**config.mk**
```make
export PLATFORM = sky130hd
export DESIGN_NAME = sisc_mem_arb
export DESIGN_NICKNAME = d
export VERILOG_FILES = /design/src/rtl/sisc_pkg.sv /design/src/rtl/sisc_arb_pri.sv /design/src/rtl/sisc_mem_arb.sv
export SDC_FILE = /design/constraint.sdc
export NUM_CORES = 1
export LEC_CHECK = 0
export CAP_MARGIN = 20
export CORE_UTILIZATION = 30
export CTS_BUF_LIST = sky130_fd_sc_hd__clkbuf_16
export DETAILED_ROUTE_END_ITERATION = 8
export GPL_TIMING_DRIVEN = 1
export PLACE_DENSITY = 0.74
export SYNTH_ARGS = -nofsm -noshare
export SYNTH_HDL_FRONTEND = slang
export SYNTH_SLANG_ARGS = --single-unit
```
**constraint.sdc**
```tcl
create_clock -name clk -period 2.2 [get_ports clk]
set_clock_uncertainty 0.15 [all_clocks]
set_input_delay 0.22 -clock clk [delete_from_list [all_inputs] [get_ports clk]]
set_output_delay 0.22 -clock clk [all_outputs]
set_load 0.02 [all_outputs]
```
**src/rtl/sisc_pkg.sv**
```systemverilog
// Shared definitions for the SISC unified-memory arbiter.
// Holds the FSM state encoding, the owner encoding, the counter width and the
// default address/data widths.
package sisc_pkg;

  localparam int unsigned SISC_AW = 16;
  localparam int unsigned SISC_DW = 32;

  // Wait and burst counters; wide enough for MEM_LAT / MAX_DBURST up to 15.
  localparam int unsigned CNT_W = 4;

  typedef enum logic [1:0] {
    IDLE   = 2'd0,
    ACCESS = 2'd1,
    DONE   = 2'd2
  } state_t;

  localparam logic OWN_IF = 1'b0;
  localparam logic OWN_D  = 1'b1;

endpackage

```
**src/rtl/sisc_arb_pri.sv**
```systemverilog
// Two-way priority select between instruction fetch and data access.
// Data wins a tie unless the data burst limit has been reached, in which case
// the pending fetch is let through.
// Ports:
//   if_req, d_req : raw requests
//   burst_cnt     : consecutive data grants made while a fetch was pending
//   grant_if      : fetch would be granted (combinational)
//   grant_d       : data would be granted (combinational)
module sisc_arb_pri
  import sisc_pkg::*;
#(
  parameter int unsigned MAX_DBURST = 4
) (
  input  logic             if_req,
  input  logic             d_req,
  input  logic [CNT_W-1:0] burst_cnt,
  output logic             grant_if,
  output logic             grant_d
);

  logic burst_hit;

  // At most one grant is ever high.
  always_comb begin
    burst_hit = (burst_cnt == CNT_W'(MAX_DBURST));
    grant_d   = d_req & ~(if_req & burst_hit);
    grant_if  = if_req & ~grant_d;
  end

endmodule

```
**src/rtl/sisc_mem_arb.sv**
```systemverilog
// Arbiter and sequencer for a single-ported unified memory shared by
// instruction fetch and data load/store.
// Ports:
//   clk, rst_f                          : clock, async active-low reset
//   if_req/if_addr -> if_gnt/if_rdy/if_rdata     : fetch channel
//   d_req/d_we/d_addr/d_wdata -> d_gnt/d_rdy/d_rdata : data channel
//   mem_en/mem_we/mem_addr/mem_wdata, mem_rdata  : memory side
//   busy                                : state is not IDLE
// Each transaction occupies the memory for MEM_LAT cycles, followed by one
// DONE cycle carrying the rdy pulse; a new request can be accepted in DONE.
module sisc_mem_arb
  import sisc_pkg::*;
#(
  parameter int unsigned AW         = SISC_AW,
  parameter int unsigned DW         = SISC_DW,
  parameter int unsigned MEM_LAT    = 2,
  parameter int unsigned MAX_DBURST = 4
) (
  input  logic          clk,
  input  logic          rst_f,
  input  logic          if_req,
  input  logic [AW-1:0] if_addr,
  output logic          if_gnt,
  output logic          if_rdy,
  output logic [DW-1:0] if_rdata,
  input  logic          d_req,
  input  logic          d_we,
  input  logic [AW-1:0] d_addr,
  input  logic [DW-1:0] d_wdata,
  output logic          d_gnt,
  output logic          d_rdy,
  output logic [DW-1:0] d_rdata,
  output logic          mem_en,
  output logic          mem_we,
  output logic [AW-1:0] mem_addr,
  output logic [DW-1:0] mem_wdata,
  input  logic [DW-1:0] mem_rdata,
  output logic          busy
);

  localparam logic [CNT_W-1:0] WAIT_INIT = CNT_W'(MEM_LAT - 1);
  localparam logic [CNT_W-1:0] BURST_MAX = CNT_W'(MAX_DBURST);

  state_t           state;
  logic             owner;
  logic [CNT_W-1:0] wait_cnt;
  logic [CNT_W-1:0] burst_cnt;

  logic grant_if;
  logic grant_d;
  logic arb_open;
  logic acc_if;
  logic acc_d;

  sisc_arb_pri #(
    .MAX_DBURST(MAX_DBURST)
  ) u_pri (
    .if_req   (if_req),
    .d_req    (d_req),
    .burst_cnt(burst_cnt),
    .grant_if (grant_if),
    .grant_d  (grant_d)
  );

  // Requests are only looked at between accesses.
  always_comb begin
    arb_open = (state == IDLE) || (state == DONE);
    acc_if   = arb_open & grant_if;
    acc_d    = arb_open & grant_d;
  end

  // FSM, counters, memory-side registers and response registers.
  always_ff @(posedge clk or negedge rst_f) begin
    if (!rst_f) begin
      state     <= IDLE;
      owner     <= OWN_IF;
      wait_cnt  <= '0;
      burst_cnt <= '0;
      if_gnt    <= 1'b0;
      if_rdy    <= 1'b0;
      if_rdata  <= '0;
      d_gnt     <= 1'b0;
      d_rdy     <= 1'b0;
      d_rdata   <= '0;
      mem_en    <= 1'b0;
      mem_we    <= 1'b0;
      mem_addr  <= '0;
      mem_wdata <= '0;
      busy      <= 1'b0;
    end else begin
      if_gnt <= 1'b0;
      d_gnt  <= 1'b0;
      if_rdy <= 1'b0;
      d_rdy  <= 1'b0;

      if (acc_if || acc_d) begin
        // Accept edge: latch the winner's request into the memory port.
        state     <= ACCESS;
        busy      <= 1'b1;
        owner     <= acc_d ? OWN_D : OWN_IF;
        mem_en    <= 1'b1;
        mem_we    <= acc_d & d_we;
        mem_addr  <= acc_d ? d_addr : if_addr;
        mem_wdata <= acc_d ? d_wdata : '0;
        wait_cnt  <= WAIT_INIT;
        if_gnt    <= acc_if;
        d_gnt     <= acc_d;
        // Count data grants that made a fetch wait; saturate at the limit.
        if (acc_d && if_req) begin
          burst_cnt <= (burst_cnt == BURST_MAX) ? BURST_MAX : burst_cnt + CNT_W'(1);
        end else begin
          burst_cnt <= '0;
        end
      end else begin
        case (state)
          ACCESS: begin
            if (wait_cnt == '0) begin
              state  <= DONE;
              mem_en <= 1'b0;
              mem_we <= 1'b0;
              if (owner == OWN_IF) begin
                if_rdy <= 1'b1;
                if (!mem_we) if_rdata <= mem_rdata;
              end else begin
                d_rdy <= 1'b1;
                if (!mem_we) d_rdata <= mem_rdata;
              end
            end else begin
              wait_cnt <= wait_cnt - CNT_W'(1);
            end
          end
          DONE: begin
            state <= IDLE;
            busy  <= 1'b0;
          end
          default: begin
            state <= IDLE;
            busy  <= 1'b0;
          end
        endcase
      end
    end
  end

endmodule

```
==> key figures, run 1 <==
STA
  – Tcrit/Tclk final: 0.987
  – Slew @ Worst Pin: 0.745 ns
  – Final setup viols: 0
  – Tmin final: 2.17 ns
  – Pins Over Slew Limit: 0
  – RSZ-0062 raised after global routing: yes
  – Relative slew slack: 0.503
  – Max Freq: roughly 0.46 GHz
  – Final worst slack: around 0.030 ns
  – Hold Fails Final Rpt: 0

Setup path
  – CP most frequent cell: buf_6
  – R2r setup slk: a little under 0.03 ns
  – Crit. Startpoint: wait_cnt[0]
  – Crit Path Category: reg2reg
  – Crit end category: flip-flop
  – Crit path max fanout: 8
  – CP max stage cell: dfrtp_1
  – Cell family with most CP delay: simple AND/OR/NAND/NOR gates
  – Required @ worst endpoint: around 2.3 ns
  – Crit path DAT: 2.31 ns
  – Worst path cell trace: inv_2, ha_4, or3b_4, nor4_4, buf_6, buf_6, mux2_1
  – Worst Setup Start Kind: flip-flop
  – Max incr delay on CP: 0.42 ns
  – CP bufs+invs: 3
  – Reg2reg start: wait_cnt[0]

Placed design
  – Final HPWL DP: 9.75 mm
  – GPL Wtd Cong: 0.767
  – Place WS: -0.0176 ns
  – IO buf count: between 200 and 250

Power and ir drop
  – Switching Fraction: 0.361
  – Psw: ~4.7 mW
  – Cell Pwr Density: between 1500 and 2000 nW/um^2
  – Comb power frac: 0.487
  – Clock power frac: 0.190
  – Internal power: around 8.3 mW
  – Max VDD drop: 0.000745 V
  – Sequential Power Share: 0.323
  – Leak: roughly 3.9 nW

Detailed routing
  – Post-route DRC: 0
  – Final wirelength: between 10 and 15 mm
  – Starting DRT DRC Count: 68
  – Avg WL per Cell: 15.9 um
  – DR vias: around 4000
  – Drt via density: around 4.5
  – Routed Antenna Nets: 0
  – DR pass1 iterations: 4

Clock network
  – Clk_lat worst skew: roughly 0.41 ns
  – CTS clock-pin slew for the worst setup and hold paths: 0.06 ns
  – CTS Buf Count: 17
  – Clock buffer depth: 2
  – Clk root buf: clkbuf_16
  – # H-tree levels: 4
  – CTS tree: done
  – Sink Count: 130

Logic synthesis
  – Multiplexer share of the synthesized area: 0.260
  – Synth top area cells: dfrtp_1, mux2_2, mux2_1
  – Register area share after synthesis: 0.604
  – Largest family of logic cells by synthesized area: multiplexers
  – Post-Syn Area: 5390 sq um
  – Top FF cell, synth: dfrtp_1
  – EDFF count, synth: 0
  – Synth Area in Compound Gates: 0.0216
  – Netlist cell types: 33
  – Simple-gate share of the synthesized area: 0.0567
  – Warnings, synthesis: 0
  – Flops & latches, synth: 130
  – Mapped Avg Cell Area: approximately 13 sq um
  – Share of synthesized registers carrying an async set or reset: 1.00
  – Synth area leader: dfrtp_1
  – Post-Synthesis Cells: 404
  – Post-Synth XOR/XNOR Area: 0.00163
  – Syn nets: slightly above 500
  – Post-synthesis adder-cell area fraction: 0.00929
  – Synth top area share: 0.604

Die
  – Die W: 136 um
  – Initial core utilization: 0.309
  – Num rows: between 40 and 50
  – Chip height: around 140 um
  – Core Area: roughly 17000 sq um
  – Die area: about 19000 sq um
  – Ports: 220

GRT
  – Number of global-route vias before repair: 4252
  – First-pass GRT wire length: 21.0 mm
  – Global route overflow: 0
  – Initial antenna violation count: 0
  – Largest net degree at the start of global routing: 73
  – Total track usage: 0.150

Worst hold path
  – Min-delay src: d_wdata[27]
  – Worst min path class: in2reg

Layout
  – P&R area growth vs syn: 59.9%
  – Diode count: 0
  – Commonest non-fill, non-tap cell in the layout: clkdlybuf4s50_1
  – Most frequent cells in the layout: clkdlybuf4s50_1, dfrtp_1, mux2_2
  – Layout cell share with drive strength beyond 1: 0.195
  – # nets final: approximately 750
  – Fin util: 0.495

Outcome
  – Status: complete, no violations

Job
  – Max-cap violations: 0
-- worst min-delay path, cell delays in order --
cell,delay [ns]
clkdlybuf4s50_1,0.39
inv_1,0.05
mux2i_1,0.05
-- through the flow --
stage | std cells | hold slack (ns) | TNS, ns | instance area, sq um | total power, mW
floorplan | 404 | -0.226 | 0 | 5390 | 7.31
global placement | 843 | 0.112 | 0 | 7950 | 10.2
detailed placement | 843 | 0.118 | -0.0304 | 7950 | 10.4
CTS | 876 | 0.171 | 0 | 8480 | 13.0
global route | 882 | 0.193 | -0.714 | 8610 | 13.8
finish | 882 | 0.196 | 0 | 8610 | 13.0
-- area by class of cell --
class | instances | area (sq um)
tap | 225 | 282
sequential | 130 | 3250
inverter | 42 | 158
clock buffer | 17 | 425
multi-input combinational | 214 | 1930
fill | 1519 | 8800
clock inverter | 15 | 95.1
timing repair buffer | 239 | 2470
-- power groups by stage --
stage | Sequential, mW | Clock (mW) | Combinational (mW)
finish | 4.21 | 2.48 | 6.34
global route | 4.35 | 2.66 | 6.77
CTS | 4.21 | 2.57 | 6.21
detailed placement | 4.23 | 0 | 6.19
global placement | 4.17 | 0 | 6.01
floorplan | 5.47 | 0 | 1.84
-- cell usage after synthesis (all sizes together) (2+ instances only) --
cell type	instances
nor2	4
nand2b	3
nand4b	2
mux2	96
o22ai	2
o21ai	5
ha	4
buf	17
dfrtp	130
inv	42
mux2i	32
nand3	4
nor3b	2
a21oi	4
nand2	40
nor2b	2
-- path summary, 6_finish.rpt --
kind,end,depth (start not counted)
setup / recovery,if_rdata[0],7
hold / removal,mem_wdata[27],3
setup reg to reg,if_rdata[0],7
hold reg to reg,if_rdata[30],1
max in group asynchronous,mem_addr[5],3
min in group asynchronous,d_rdata[19],3
-- flip-flops by register name, summed over array words and instances, names as in the netlist --
name and count:
if_gnt 1, mem_wdata 32, mem_we 1, mem_en 1, d_gnt 1, d_rdata 32
if_rdata 32, owner 1, if_rdy 1, wait_cnt 4, mem_addr 16, burst_cnt 4
state 2, busy 1, d_rdy 1
-- timing repair --
| action | 4_1_cts | 5_1_grt |
|---|---|---|
| resized for setup | 3 | 12 |
| buffers inserted | 0 | 3 |
| setup endpoints to repair | 16 | 32 |
| hold endpoints to repair | 130 | 0 |
| cloned | 0 | 3 |
| hold buffers | 1 | 0 |
-- cells by family (layout without fill, tap and decap cells) --
logic type | count (synthesis) | count (layout)
fa+ha+maj | 4 | 4
buf+inv | 60 | 313
xor+xnor | 1 | 1
mux | 128 | 128
flops | 130 | 130
compound gates | 18 | 18
simple gates | 63 | 63
-- per-layer routing --
metal | share of wire | track usage
met5 | 0 | 0
met4 | 0.013 | 0.0593
met3 | 0.10 | 0.0667
met2 | 0.49 | 0.252
met1 | 0.40 | 0.166
No activity file was read; power rests on OpenSTA's default activity.
==> run 2: changes to the inputs <==
PLACE_DENSITY = unset   (was 0.74)
==> run 2 against run 1 <==
Against the previous run: first-iteration DRC count is 110% higher; non-clock buffer count is 3 higher; routed wire length is 1.8% higher; critical path depth stayed put; die area stayed put; critical endpoint is now if_rdata[24]; largest power group unchanged; highest routed layer unchanged.
==> key figures, run 2 (synthesized netlist as in run 1, its figures left out) <==
Layout
  – P&R area growth vs syn: 62.2%
  – Commonest non-fill, non-tap cell in the layout: clkdlybuf4s50_1
  – Layout cell share with drive strength beyond 1: 0.206
  – Non-Filler Instances: around 890
  – Diode count: 0
  – Top Registers: d_rdata: 32 flops, if_rdata: 32 flops, mem_wdata: 32 flops
  – # nets final: around 750
  – FILL cells: about 1500
  – Most frequent cells in the layout: clkdlybuf4s50_1, dfrtp_1, mux2_2
  – Fin util: 0.502

Power and ir drop
  – Comb power frac: 0.471
  – Max VDD drop: between 0.0006 and 0.0007 V
  – Cell Pwr Density: 1540 nW/um^2
  – Psw: approximately 4.7 mW
  – Internal power: 8.82 mW
  – Switching Fraction: 0.347
  – Sequential Power Share: 0.311
  – Leak: about 4 nW
  – Clock power frac: 0.218
  – Total Power: about 13 mW

Setup path
  – Worst Setup Start Kind: flip-flop
  – Reg2reg start: wait_cnt[1]
  – Worst path cell trace: inv_1, ha_4, or3b_4, nor4_4, buf_6, clkbuf_16, mux2_1
  – Crit. Startpoint: wait_cnt[1]
  – Crit path max fanout: 8
  – Required @ worst endpoint: between 2 and 2.5 ns
  – Crit path DAT: between 2 and 2.5 ns
  – Max incr delay on CP: slightly below 0.4 ns
  – Reg2reg path depth: 7
  – CP max stage cell: dfrtp_1
  – Reg-to-Reg End: if_rdata[24]
  – Crit end category: flip-flop
  – CP endpoint: if_rdata[24]
  – Crit Path Category: reg2reg
  – R2r setup slk: about 0.025 ns

Die
  – Initial core utilization: 0.309
  – Ports: between 200 and 250
  – Die area: around 19000 sq um
  – Core Area: about 17000 sq um
  – Chip height: 136 um
  – Num rows: between 40 and 50
  – Die W: between 100 and 150 um

STA
  – Relative slew slack: 0.664
  – Final setup TNS: 0 ns
  – Final setup viols: 0
  – Tcrit/Tclk final: 0.989
  – RSZ-0062 raised after global routing: yes
  – Slew @ Worst Pin: between 0.5 and 0.6 ns
  – Pins Over Slew Limit: 0
  – Max Freq: ~0.46 GHz
  – Tmin final: approximately 2.2 ns
  – Hold WS: just under 0.2 ns
  – Hold Fails Final Rpt: 0

Detailed routing
  – Starting DRT DRC Count: 143
  – Avg WL per Cell: approximately 16 um
  – DR pass1 iterations: 4
  – Routed Antenna Nets: 0
  – Final wirelength: about 14 mm
  – Post-route DRC: 0
  – DR vias: between 3000 and 4000
  – Drt via density: 4.48

Clock network
  – Sink Count: 130
  – Clk_lat worst skew: approximately 0.4 ns
  – Clk root buf: clkbuf_16
  – CTS tree: done
  – # H-tree levels: 4
  – CTS Buf Count: 17
  – CTS clock-pin slew for the worst setup and hold paths: roughly 0.06 ns
  – Clock buffer depth: 2

Placed design
  – GPL Wtd Cong: between 0.8 and 0.9
  – Final HPWL DP: 9.77 mm
  – Inst Count DP: about 850
  – IO buf count: about 220

Worst hold path
  – Worst min path class: in2async

GRT
  – Initial antenna violation count: 0
  – Number of global-route vias before repair: 4226
  – First-pass GRT wire length: between 20 and 25 mm
  – Global route overflow: 0
  – Largest net degree at the start of global routing: 52
  – Total track usage: 0.152

Job
  – Max-cap violations: 0

Outcome
  – Status: complete, no violations
## run 2: cell count changes in the layout (fill, tap and decap cells not counted), sizes merged
| cell | change |
|---|---|
| clkinvlp | -4 |
| inv | +3 |
| bufinv | +4 |
| clkinv | -3 |
| buf | +3 |
## run 2: worst min path at each step
stage               depth (start not counted)             to
global placement                            1   if_rdata[28]
floorplan                                   0   burst_cnt[0]
finish                                      2    d_rdata[29]
detailed placement                          1   if_rdata[27]
global route                                3  mem_wdata[19]
CTS                                         3  mem_wdata[19]
## run 2: cell type report
cell class / count / area [sq um] / area share
Clock buffer: 17 / 425 / 0.0487
Timing Repair Buffer: 242 / 2490 / 0.285
Tap cell: 225 / 282 / 0.0322
Clock inverter: 15 / 191 / 0.0219
Inverter: 42 / 158 / 0.0180
Sequential cell: 130 / 3250 / 0.372
Multi-Input combinational cell: 214 / 1940 / 0.222
## run 2: critical path: cells and delay by family, from the launching register on
| family | cells | cell delay [ns] |
|---|---|---|
| fa+ha+maj | 1 | 0.14 |
| simple gates | 2 | 0.56 |
| buf+inv | 3 | 0.49 |
| mux | 1 | 0.33 |
| flops | 1 | 0.39 |
## run 2: metal layers
layer / up-vias / share of wire / track usage
met2: 174 / 0.46 / 0.239
met4: 0 / 0.013 / 0.0562
met3: 13 / 0.086 / 0.0559
met5: - / 0 / 0
met1: 1917 / 0.44 / 0.190
li1: 1859 / - / -
## run 2: repair_timing
| action | in CTS | in global routing |
|---|---|---|
| endpoints found under the setup margin | 30 | 32 |
| hold buffers | 1 | 0 |
| setup buffers | 0 | 3 |
| gates cloned | 0 | 3 |
| resized for setup | 2 | 16 |
| endpoints found under the hold margin | 47 | 0 |
## run 2: metrics by stage
step	instance area [sq um]	setup WS (ns)
final	8740	0.0248
after detailed placement	7970	-0.0137
after floorplan	5390	0.0692
after CTS	8590	0.0286
after global placement	7970	0.0729
after global routing	8740	-0.0586
## run 2: power groups by stage
stage | combinational (mW) | sequential [mW] | clock, mW
finish | 6.36 | 4.20 | 2.94
global route | 6.80 | 4.35 | 3.15
detailed placement | 6.17 | 4.22 | 0
floorplan | 1.84 | 5.47 | 0
global placement | 6.07 | 4.17 | 0
CTS | 6.20 | 4.20 | 3.03
